File: src/rtl/gate_bias_adder.sv
// gate_bias_adder
//   Adds a per-element bias word to a stream of signed MAC dot-products and
//   saturates the result back to DATA_WIDTH. Elements are indexed 0..HIDDEN_SIZE-1.
//   Each element goes through IDLE -> FETCH -> OUT:
//     IDLE  : accept one input and issue a bias read.
//     FETCH : the bias word arrives and the sum is registered.
//     OUT   : hold the result until downstream takes it.
//
// Ports
//   clk, rst                    clock, asynchronous active-high reset
//   start                       pulse: the next element accepted uses index 0
//   in_valid / in_ready / in_data       dot-product input handshake
//   bias_read_enable / bias_pointer     bias memory read port (1-cycle registered read)
//   bias_element                bias word, valid the cycle after the read strobe
//   out_valid / out_ready       output handshake
//   out_data / out_index / out_last     saturated sum, its element index, last-element flag
module gate_bias_adder #(
  parameter int DATA_WIDTH  = 16,
  parameter int ADDR_WIDTH  = 7,
  parameter int HIDDEN_SIZE = 100
) (
  input  logic                  clk,
  input  logic                  rst,
  input  logic                  start,
  input  logic                  in_valid,
  output logic                  in_ready,
  input  logic [DATA_WIDTH-1:0] in_data,
  output logic                  bias_read_enable,
  output logic [ADDR_WIDTH-1:0] bias_pointer,
  input  logic [DATA_WIDTH-1:0] bias_element,
  output logic                  out_valid,
  input  logic                  out_ready,
  output logic [DATA_WIDTH-1:0] out_data,
  output logic [ADDR_WIDTH-1:0] out_index,
  output logic                  out_last
);

  typedef enum logic [1:0] {IDLE, FETCH, OUT} state_t;

  localparam logic [ADDR_WIDTH-1:0] LAST_IDX = ADDR_WIDTH'(HIDDEN_SIZE - 1);

  state_t                state_q, state_d;
  logic [ADDR_WIDTH-1:0] index_q, index_d;
  // A start seen while an element is in flight; applied when that element leaves.
  logic                  restart_q, restart_d;
  logic [DATA_WIDTH-1:0] din_q, din_d;
  logic [DATA_WIDTH-1:0] out_data_q, out_data_d;
  logic [ADDR_WIDTH-1:0] out_index_q, out_index_d;
  logic                  out_last_q, out_last_d;

  logic                  accept;
  logic signed [DATA_WIDTH:0] sum;
  logic [DATA_WIDTH-1:0] sat;

  assign in_ready         = (state_q == IDLE);
  assign accept           = in_valid & in_ready;
  assign bias_read_enable = accept & ~rst;
  // A start arriving together with an accept must already address bias[0].
  assign bias_pointer     = (in_ready && start) ? '0 : index_q;

  assign out_valid = (state_q == OUT);
  assign out_data  = out_data_q;
  assign out_index = out_index_q;
  assign out_last  = out_last_q;

  // One extra bit makes overflow visible as a mismatch of the top two bits.
  assign sum = $signed({din_q[DATA_WIDTH-1], din_q}) +
               $signed({bias_element[DATA_WIDTH-1], bias_element});

  always_comb begin
    sat = sum[DATA_WIDTH-1:0];
    if (sum[DATA_WIDTH] != sum[DATA_WIDTH-1])
      sat = sum[DATA_WIDTH] ? {1'b1, {(DATA_WIDTH-1){1'b0}}}
                            : {1'b0, {(DATA_WIDTH-1){1'b1}}};
  end

  always_comb begin
    state_d     = state_q;
    index_d     = index_q;
    restart_d   = restart_q;
    din_d       = din_q;
    out_data_d  = out_data_q;
    out_index_d = out_index_q;
    out_last_d  = out_last_q;
    case (state_q)
      IDLE: begin
        if (start) begin
          index_d   = '0;
          restart_d = 1'b0;
        end
        if (accept) begin
          din_d   = in_data;
          state_d = FETCH;
        end
      end
      FETCH: begin
        out_data_d  = sat;
        out_index_d = index_q;
        out_last_d  = (index_q == LAST_IDX);
        if (start) restart_d = 1'b1;
        state_d     = OUT;
      end
      OUT: begin
        if (start) restart_d = 1'b1;
        if (out_ready) begin
          state_d   = IDLE;
          restart_d = 1'b0;
          if (restart_q || start || index_q == LAST_IDX) index_d = '0;
          else                                          index_d = index_q + ADDR_WIDTH'(1);
        end
      end
      default: state_d = IDLE;
    endcase
  end

  always_ff @(posedge clk or posedge rst) begin
    if (rst) begin
      state_q     <= IDLE;
      index_q     <= '0;
      restart_q   <= 1'b0;
      din_q       <= '0;
      out_data_q  <= '0;
      out_index_q <= '0;
      out_last_q  <= 1'b0;
    end else begin
      state_q     <= state_d;
      index_q     <= index_d;
      restart_q   <= restart_d;
      din_q       <= din_d;
      out_data_q  <= out_data_d;
      out_index_q <= out_index_d;
      out_last_q  <= out_last_d;
    end
  end

endmodule

File: config.mk
export PLATFORM = sky130hd
export DESIGN_NAME = gate_bias_adder
export DESIGN_NICKNAME = d
export VERILOG_FILES = /design/src/rtl/gate_bias_adder.sv
export SDC_FILE = /design/constraint.sdc
export NUM_CORES = 1
export LEC_CHECK = 0
export ABC_AREA = 1
export BUFFER_PORTS_ARGS = -buffer_cell sky130_fd_sc_hd__buf_2
export CELL_PAD_IN_SITES_DETAIL_PLACEMENT = 1
export CELL_PAD_IN_SITES_GLOBAL_PLACEMENT = 1
export CORE_MARGIN = 10
export CORE_UTILIZATION = 39
export DETAILED_ROUTE_END_ITERATION = 12
export GPL_TIMING_DRIVEN = 0
export PLACE_DENSITY_LB_ADDON = 0.1
export SYNTH_ARGS = -nofsm -noshare
export SYNTH_HDL_FRONTEND = slang
export SYNTH_SLANG_ARGS = --single-unit
File: constraint.sdc
create_clock -name clk -period 2.9 [get_ports clk]
set_clock_uncertainty 0.05 [all_clocks]
set_input_delay 0.145 -clock clk [delete_from_list [all_inputs] [get_ports clk]]
set_output_delay 0.145 -clock clk [all_outputs]
set_load 0.05 [all_outputs]
Yosys cells after proc, flatten, opt, wreduce, memory -nomap -nowiden
Cells that the tools add are included.
{ "word_totals": {"register_bits": 50, "elab_cells": 43, "output_inout_bits": 34, "inputBits": 37} }
{ "classes": {"n_mux": 14, "reduce_logical": 10, "add_sub_neg": 2, "bitwise_logic": 3, "eq_ne": 7} }
{ "op_table": {"columns": ["cell", "count"], "rows": [
  ["$mux W16", 2],
  ["$mux W7", 4],
  ["$add A16 B16 Y17", 1],
  ["$pmux W7 S2", 1],
  ["$add A7 B1 Y7 const B", 1],
  ["$eq A7 B7 Y1 const B", 1],
  ["$pmux W2 S3", 1],
  ["$reduce_and A2 Y1", 3],
  ["$mux W2", 2],
  ["$ne A2 B1 Y1 const B", 2],
  ["$mux W1", 3],
  ["$pmux W1 S3", 1],
  ["$reduce_and A3 Y1", 1],
  ["$reduce_bool A3 Y1", 1],
  ["$and A1 B1 Y1", 2],
  ["$eq A2 B1 Y1 const B", 1],
  ["$eq A2 B2 Y1 const B", 1],
  ["$logic_not A2 Y1", 1],
  ["$logic_or A1 B1 Y1", 2],
  ["$ne A2 B2 Y1 const B", 1],
  ["$reduce_bool A2 Y1", 1],
  ["$logic_and A1 B1 Y1", 1],
  ["$ne A1 B1 Y1", 1],
  ["$not A1 Y1", 1]
]} }

Logic depth before layout (Yosys ltp)
{ "depth": {"ltp_word": 5, "mapped_depth": 16, "ltp_nobuf": 15} }

Worst setup path after synthesis
OpenSTA, ideal clock, no wires.
{ "synth_path": {"kind": "register -> output", "startpoint": "register state_q[0]", "endpoint": "output bias_read_enable", "setup_slack_ps": 411, "required_ps": 2705, "stages_incl_launch_ff": 6, "arrival_time_ps": 2294, "cell_sequence": "dfrtp_1 -> inv_1 -> ha_1 -> nand2_1 -> clkbuf_1 -> nor2_1"} }
{ "synth_via": {"elab_chain_len": 3} }
{ "synth_rtl": {"columns": ["element", "line_no", "rtl"], "rows": [
  ["from (decl)", "42", "state_t state_q, state_d;"],
  ["from (signal assigned)", "126", "state_q <= state_d;"],
  ["$logic_not A2 Y1", "55", "assign in_ready = (state_q == IDLE);"],
  ["net in_ready", "26", "output logic in_ready,"],
  ["$and A1 B1 Y1", "56", "assign accept = in_valid & in_ready;"],
  ["$and A1 B1 Y1", "57", "assign bias_read_enable = accept & ~rst;"],
  ["to (decl)", "28", "output logic bias_read_enable,"]
]} }
The timed path passes the listed nets, and every way through them passes these cells.

Worst setup path in the final report
{ "layout_path": {"startpoint": "register din_q[0]", "endpoint": "register out_data_q[9], in the netlist out_data[9]"} }
{ "layout_via": {"elab_chain_len": 3, "elab_cells_between_ends": 4, "cone_classes": "add/sub (1); eq/ne (1); mux (2)"} }
{ "layout_rtl": {"columns": ["element", "line_no", "rtl"], "rows": [
  ["from (decl)", "46", "logic [DATA_WIDTH-1:0] din_q, din_d;"],
  ["from (signal assigned)", "129", "din_q <= din_d;"],
  ["$add A16 B16 Y17 (*)", "67", "assign sum = $signed({din_q[DATA_WIDTH-1], din_q}) +"],
  ["$mux W16 / $ne A1 B1 Y1 (equally long branches)", "73, 72", null],
  ["$mux W16 (*)", "72", "if (sum[DATA_WIDTH] != sum[DATA_WIDTH-1])"],
  ["to (signal assigned)", "130", "out_data_q <= out_data_d;"],
  ["to (decl)", "47", "logic [DATA_WIDTH-1:0] out_data_q, out_data_d;"]
]} }
Every way passes the cells marked *; elsewhere a longest branch is shown, timed or not.
A chain may end at the register's enable or synchronous reset.

==> metrics.md <==
| Metric | Value |
|---|---|
| Yosys top cell area share | `0.4045` |
| Antenna violations before repair | `0` |
| Global-route wire length before repair | `between 10000 and 15000 um` |
| GRT met3 Usage | `0.03068` |
| Share of total power in sequential cells | `0.259` |
| Routed wire per std cell | `14.46 um` |
| Post-synth EDFFs | `0` |
| Fraction of power consumed by combinational cells | `0.647` |
| Number of warnings issued by yosys | `0` |
| Final estimated routing congestion in global placement | `0.8251` |
| Wire length after detailed routing | `8384 um` |
| Fmax | `409.5 MHz` |
| Post-synthesis cell count | `approximately 400` |
| Cell Int Power | `2.024 mW` |
| Finished Cell Area | `~3700 um^2` |
| Flops & latches, synth | `50` |
| Global router's overall resource usage | `0.1460` |
| Ranking of synthesized cells by area | `sky130_fd_sc_hd__dfrtp_1, sky130_fd_sc_hd__nand2_1, sky130_fd_sc_hd__ha_1` |
| Primary flip-flop cell chosen by synthesis mapping | `sky130_fd_sc_hd__dfrtp_1` |
| CP max FO | `10` |
| Crit path cell chain | `ha_1 > inv_1 > fa_1 > o21ai_1 > nand3_1 > nand2_2 > nand2_1 > nand2_1 > nand2_1 > nand2_1 > nand2_2 > nand2_2 > inv_2 > buf_6 > nand2_1 > nand2_1` |
| Maximum Capacitance Violations | `0` |
| Maximum number of pins on one net before global-route repair | `36` |
| Worst setup slack after layout | `457.8 ps` |
| Maximum buffer depth of the clock tree | `2` |
| Terminus of the critical flop-to-flop path | `out_data[9]` |
| Total count of hold-check failures in the final report | `0` |
| Max IR drop VDD | `409.3 uV` |
| Floorplan die height | `109.1 um` |
| Startpoint-to-endpoint class of the critical path | `flip-flop to flip-flop` |
| Share of layout cells above drive strength 1 | `0.2259` |
| Post-synthesis sequential area ratio | `0.4045` |
| Insertion delay to the later sink of the worst-skew pair | `300 ps` |
| Count of nets after finishing | `537` |
| Crit path buf inv count | `3` |
| Static leakage power | `1.993 nW` |
| Number of setup buffers added after CTS | `0` |
| Hold EP | `din_q[15]` |
| Violation count after the first detailed-route iteration | `107` |
| Proportion of register bits with asynchronous set or reset after synthesis | `1.000` |
| Number of global-route vias before repair | `2981` |
| Area added between synthesis and finish | `19.13%` |
| Combined area of all synthesized cells | `3093 um^2` |
| Mean Syn Cell Area | `7.752 um^2` |
| Worst hold path depth | `2` |
| Syn Nets | `458` |
| Critical path arrival | `around 2600 ps` |
| Min-Delay Path Class | `input pin to flip-flop` |
| Clock tree from TritonCTS | `done` |
| Number of routed nets with antenna violations | `0` |
| Total number of vias | `2800` |
| Worst reg2reg setup slack | `460 ps` |
| Ranking of synthesized cells by instance count | `sky130_fd_sc_hd__nand2_1, sky130_fd_sc_hd__inv_1, sky130_fd_sc_hd__dfrtp_1` |
| GR Util met1 | `0.1880` |
| Gr ovfl total | `0` |
| Switching fraction of total power | `0.5302` |
| Post-synth cell types | `30` |
| Routing usage on met2 | `0.2468` |
| Capturing element type of the critical path | `flip-flop` |
| Worst slack at placement | `slightly below 500 ps` |
| FP Rows | `32` |
| Cell Area, Placed | `3591 um^2` |
| Routed via count divided by cell count | `4.828` |
| Number of buffers added by the clock tree synthesis step | `5` |
| Part of the cycle the worst path needs | `0.8421` |
| Initial standard-cell utilization of the core | `0.4003` |
| Number of slew-limit violations in the final report | `0` |
| Number of input and output port buffers inserted | `70` |
| Core Box Area | `7727 um^2` |
| Result of the run | `complete, no violations` |
| Half-perimeter wire length after detailed placement | `7104 um` |
| Detailed Routing Iterations Pass 1 | `5` |
| Final min period | `2442 ps` |
| Switching power | `about 2.3 mW` |
| Cell family with the largest share of critical-path delay | `simple AND/OR/NAND/NOR gates` |
| Depth of the most critical reg-to-reg path | `16` |
| Element type at the critical path start | `flip-flop` |
| Die Footprint | `between 10000 and 15000 um^2` |
| CTS sink cnt | `50` |
| Die outline width | `109.1 um` |
| Most frequent cell after synthesis | `sky130_fd_sc_hd__nand2_1` |
| H-tree depth | `2` |
| Busiest metal layer after global routing | `met2` |
| Hold_sp | `in_data[15]` |
| RSZ-0062 raised after global routing | `no` |
| Tightest Pin Transition | `561.9 ps` |
| Library cell with the largest summed area after synthesis | `sky130_fd_sc_hd__dfrtp_1` |
| Final count of negative-setup-slack endpoints | `0` |
| Slowest library cell on the worst path | `sky130_fd_sc_hd__fa_1` |
| Setup TNS after final layout | `0 ps` |
| Max-slew headroom | `0.6220` |
| Power per cell area | `1170 nW/um^2` |
| Number of antenna diodes | `0` |
| Crit-path most repeated cell | `sky130_fd_sc_hd__nand2_1` |
| Largest stage delay on the critical path | `about 410 ps` |
| Startpoint of the most critical register-to-register path | `din_q[0]` |
| DRC violations left | `0` |
| Clock root buffer master | `sky130_fd_sc_hd__clkbuf_8` |
| Share of power burned in the clock network | `0.094` |
| Required time reported for the critical path endpoint | `3040 ps` |
| Register clock-pin slew on the reported worst setup and hold paths | `90 ps` |
| Number of I/O pins | `71` |
## through the flow
stage / hold slack (ps) / instances / total power, mW / util
after floorplan: 245.6 / 399 / 3.239 / -
final: 14.74 / 580 / 4.309 / 0.4768
after CTS: 10.72 / 580 / 4.375 / 0.4768
after global routing: 22.35 / 580 / 4.763 / 0.4768
after detailed placement: 117.3 / 572 / 3.955 / 0.4647
after global placement: 327.2 / 571 / 3.849 / 0.4621
## power groups by stage
stage / sequential, mW / clock [mW] / combinational, mW
floorplan: 1.51 / 0 / 1.73
global placement: 1.12 / 0 / 2.73
detailed placement: 1.14 / 0 / 2.82
CTS: 1.12 / 0.419 / 2.83
global route: 1.15 / 0.447 / 3.16
finish: 1.12 / 0.404 / 2.79
## worst max path at each step
stage               cells past startpoint               end  startpoint  slack [ps]
floorplan                               5  bias_read_enable  state_q[0]         410
global placement                       16       out_data[8]    din_q[0]         600
detailed placement                     16       out_data[9]    din_q[0]         490
CTS                                     6  bias_read_enable  state_q[0]         460
global route                           16       out_data[9]    din_q[0]         180
finish                                 16       out_data[9]    din_q[0]         460
## cell families (layout without fill, tap and decap cells)
logic type	count (synthesis)	after routing	share of synthesized area
compound gates	49	49	0.08293
xor+xnor	11	11	0.03115
fa+ha+maj	22	22	0.09142
buf+inv	59	138	0.07524
flops	50	50	0.4045
mux	15	15	0.05461
simple gates	193	193	0.2601
## flip-flops by register name (all words and copies together) (netlist names)
name / cells
restart_q: 1
din_q: 16
index_q: 7
out_index: 7
state_q: 2
out_data: 16
out_last: 1
## area by class of cell
type                            count  area (um^2)
Sequential cell                    50         1251
Clock buffer                        5        68.82
Clock inverter                      2        15.01
Multi-Input combinational cell    290         1609
Timing Repair Buffer               72        380.4
Buffer                              6        33.78
Tap cell                          102        127.6
Fill cell                        1027         4043
Inverter                           53        198.9
## worst register-to-register path, delay by kind of cell, from the launching register on
kind                     cells  cell delay, ps
adder cells (fa/ha/maj)      2             580
AO/OA/AOI/OAI                1             250
flip-flops                   1             360
buffers and inverters        3             240
AND/OR/NAND/NOR             10             850
## metal layers
layer | vias to the layer above | part of all wire | wire length, um
li1 | 1421 | - | -
met1 | 1317 | 0.46 | 3822
met2 | 55 | 0.48 | 4024
met3 | 7 | 0.056 | 467
met4 | 0 | 0.0083 | 70
met5 | - | 0 | 0
## cells in the final DEF, fill, tap and decap left out, types with 2 or more instances in the layout
cell,n
sky130_fd_sc_hd__nand2_1,107
sky130_fd_sc_hd__buf_2,70
sky130_fd_sc_hd__inv_1,51
sky130_fd_sc_hd__dfrtp_1,50
sky130_fd_sc_hd__nor2_1,44
sky130_fd_sc_hd__o21ai_0,23
sky130_fd_sc_hd__ha_1,21
sky130_fd_sc_hd__a21oi_1,19
sky130_fd_sc_hd__nand3_1,15
sky130_fd_sc_hd__mux2_2,15
sky130_fd_sc_hd__nand2_2,9
sky130_fd_sc_hd__nor3_1,8
sky130_fd_sc_hd__xor2_1,7
sky130_fd_sc_hd__clkbuf_8,5
sky130_fd_sc_hd__clkbuf_1,4
sky130_fd_sc_hd__xnor2_1,4
sky130_fd_sc_hd__nor4_1,2
sky130_fd_sc_hd__or2_1,2
sky130_fd_sc_hd__o22ai_1,2
sky130_fd_sc_hd__a31oi_1,2
sky130_fd_sc_hd__inv_2,2
sky130_fd_sc_hd__and2_1,2
sky130_fd_sc_hd__clkinvlp_4,2
## timing repair
action                                 in CTS  in global routing
hold buffers                                1                  0
gates resized for setup                     0                  0
endpoints found under the hold margin      15                  0
Power figures use the tool's default switching activity.
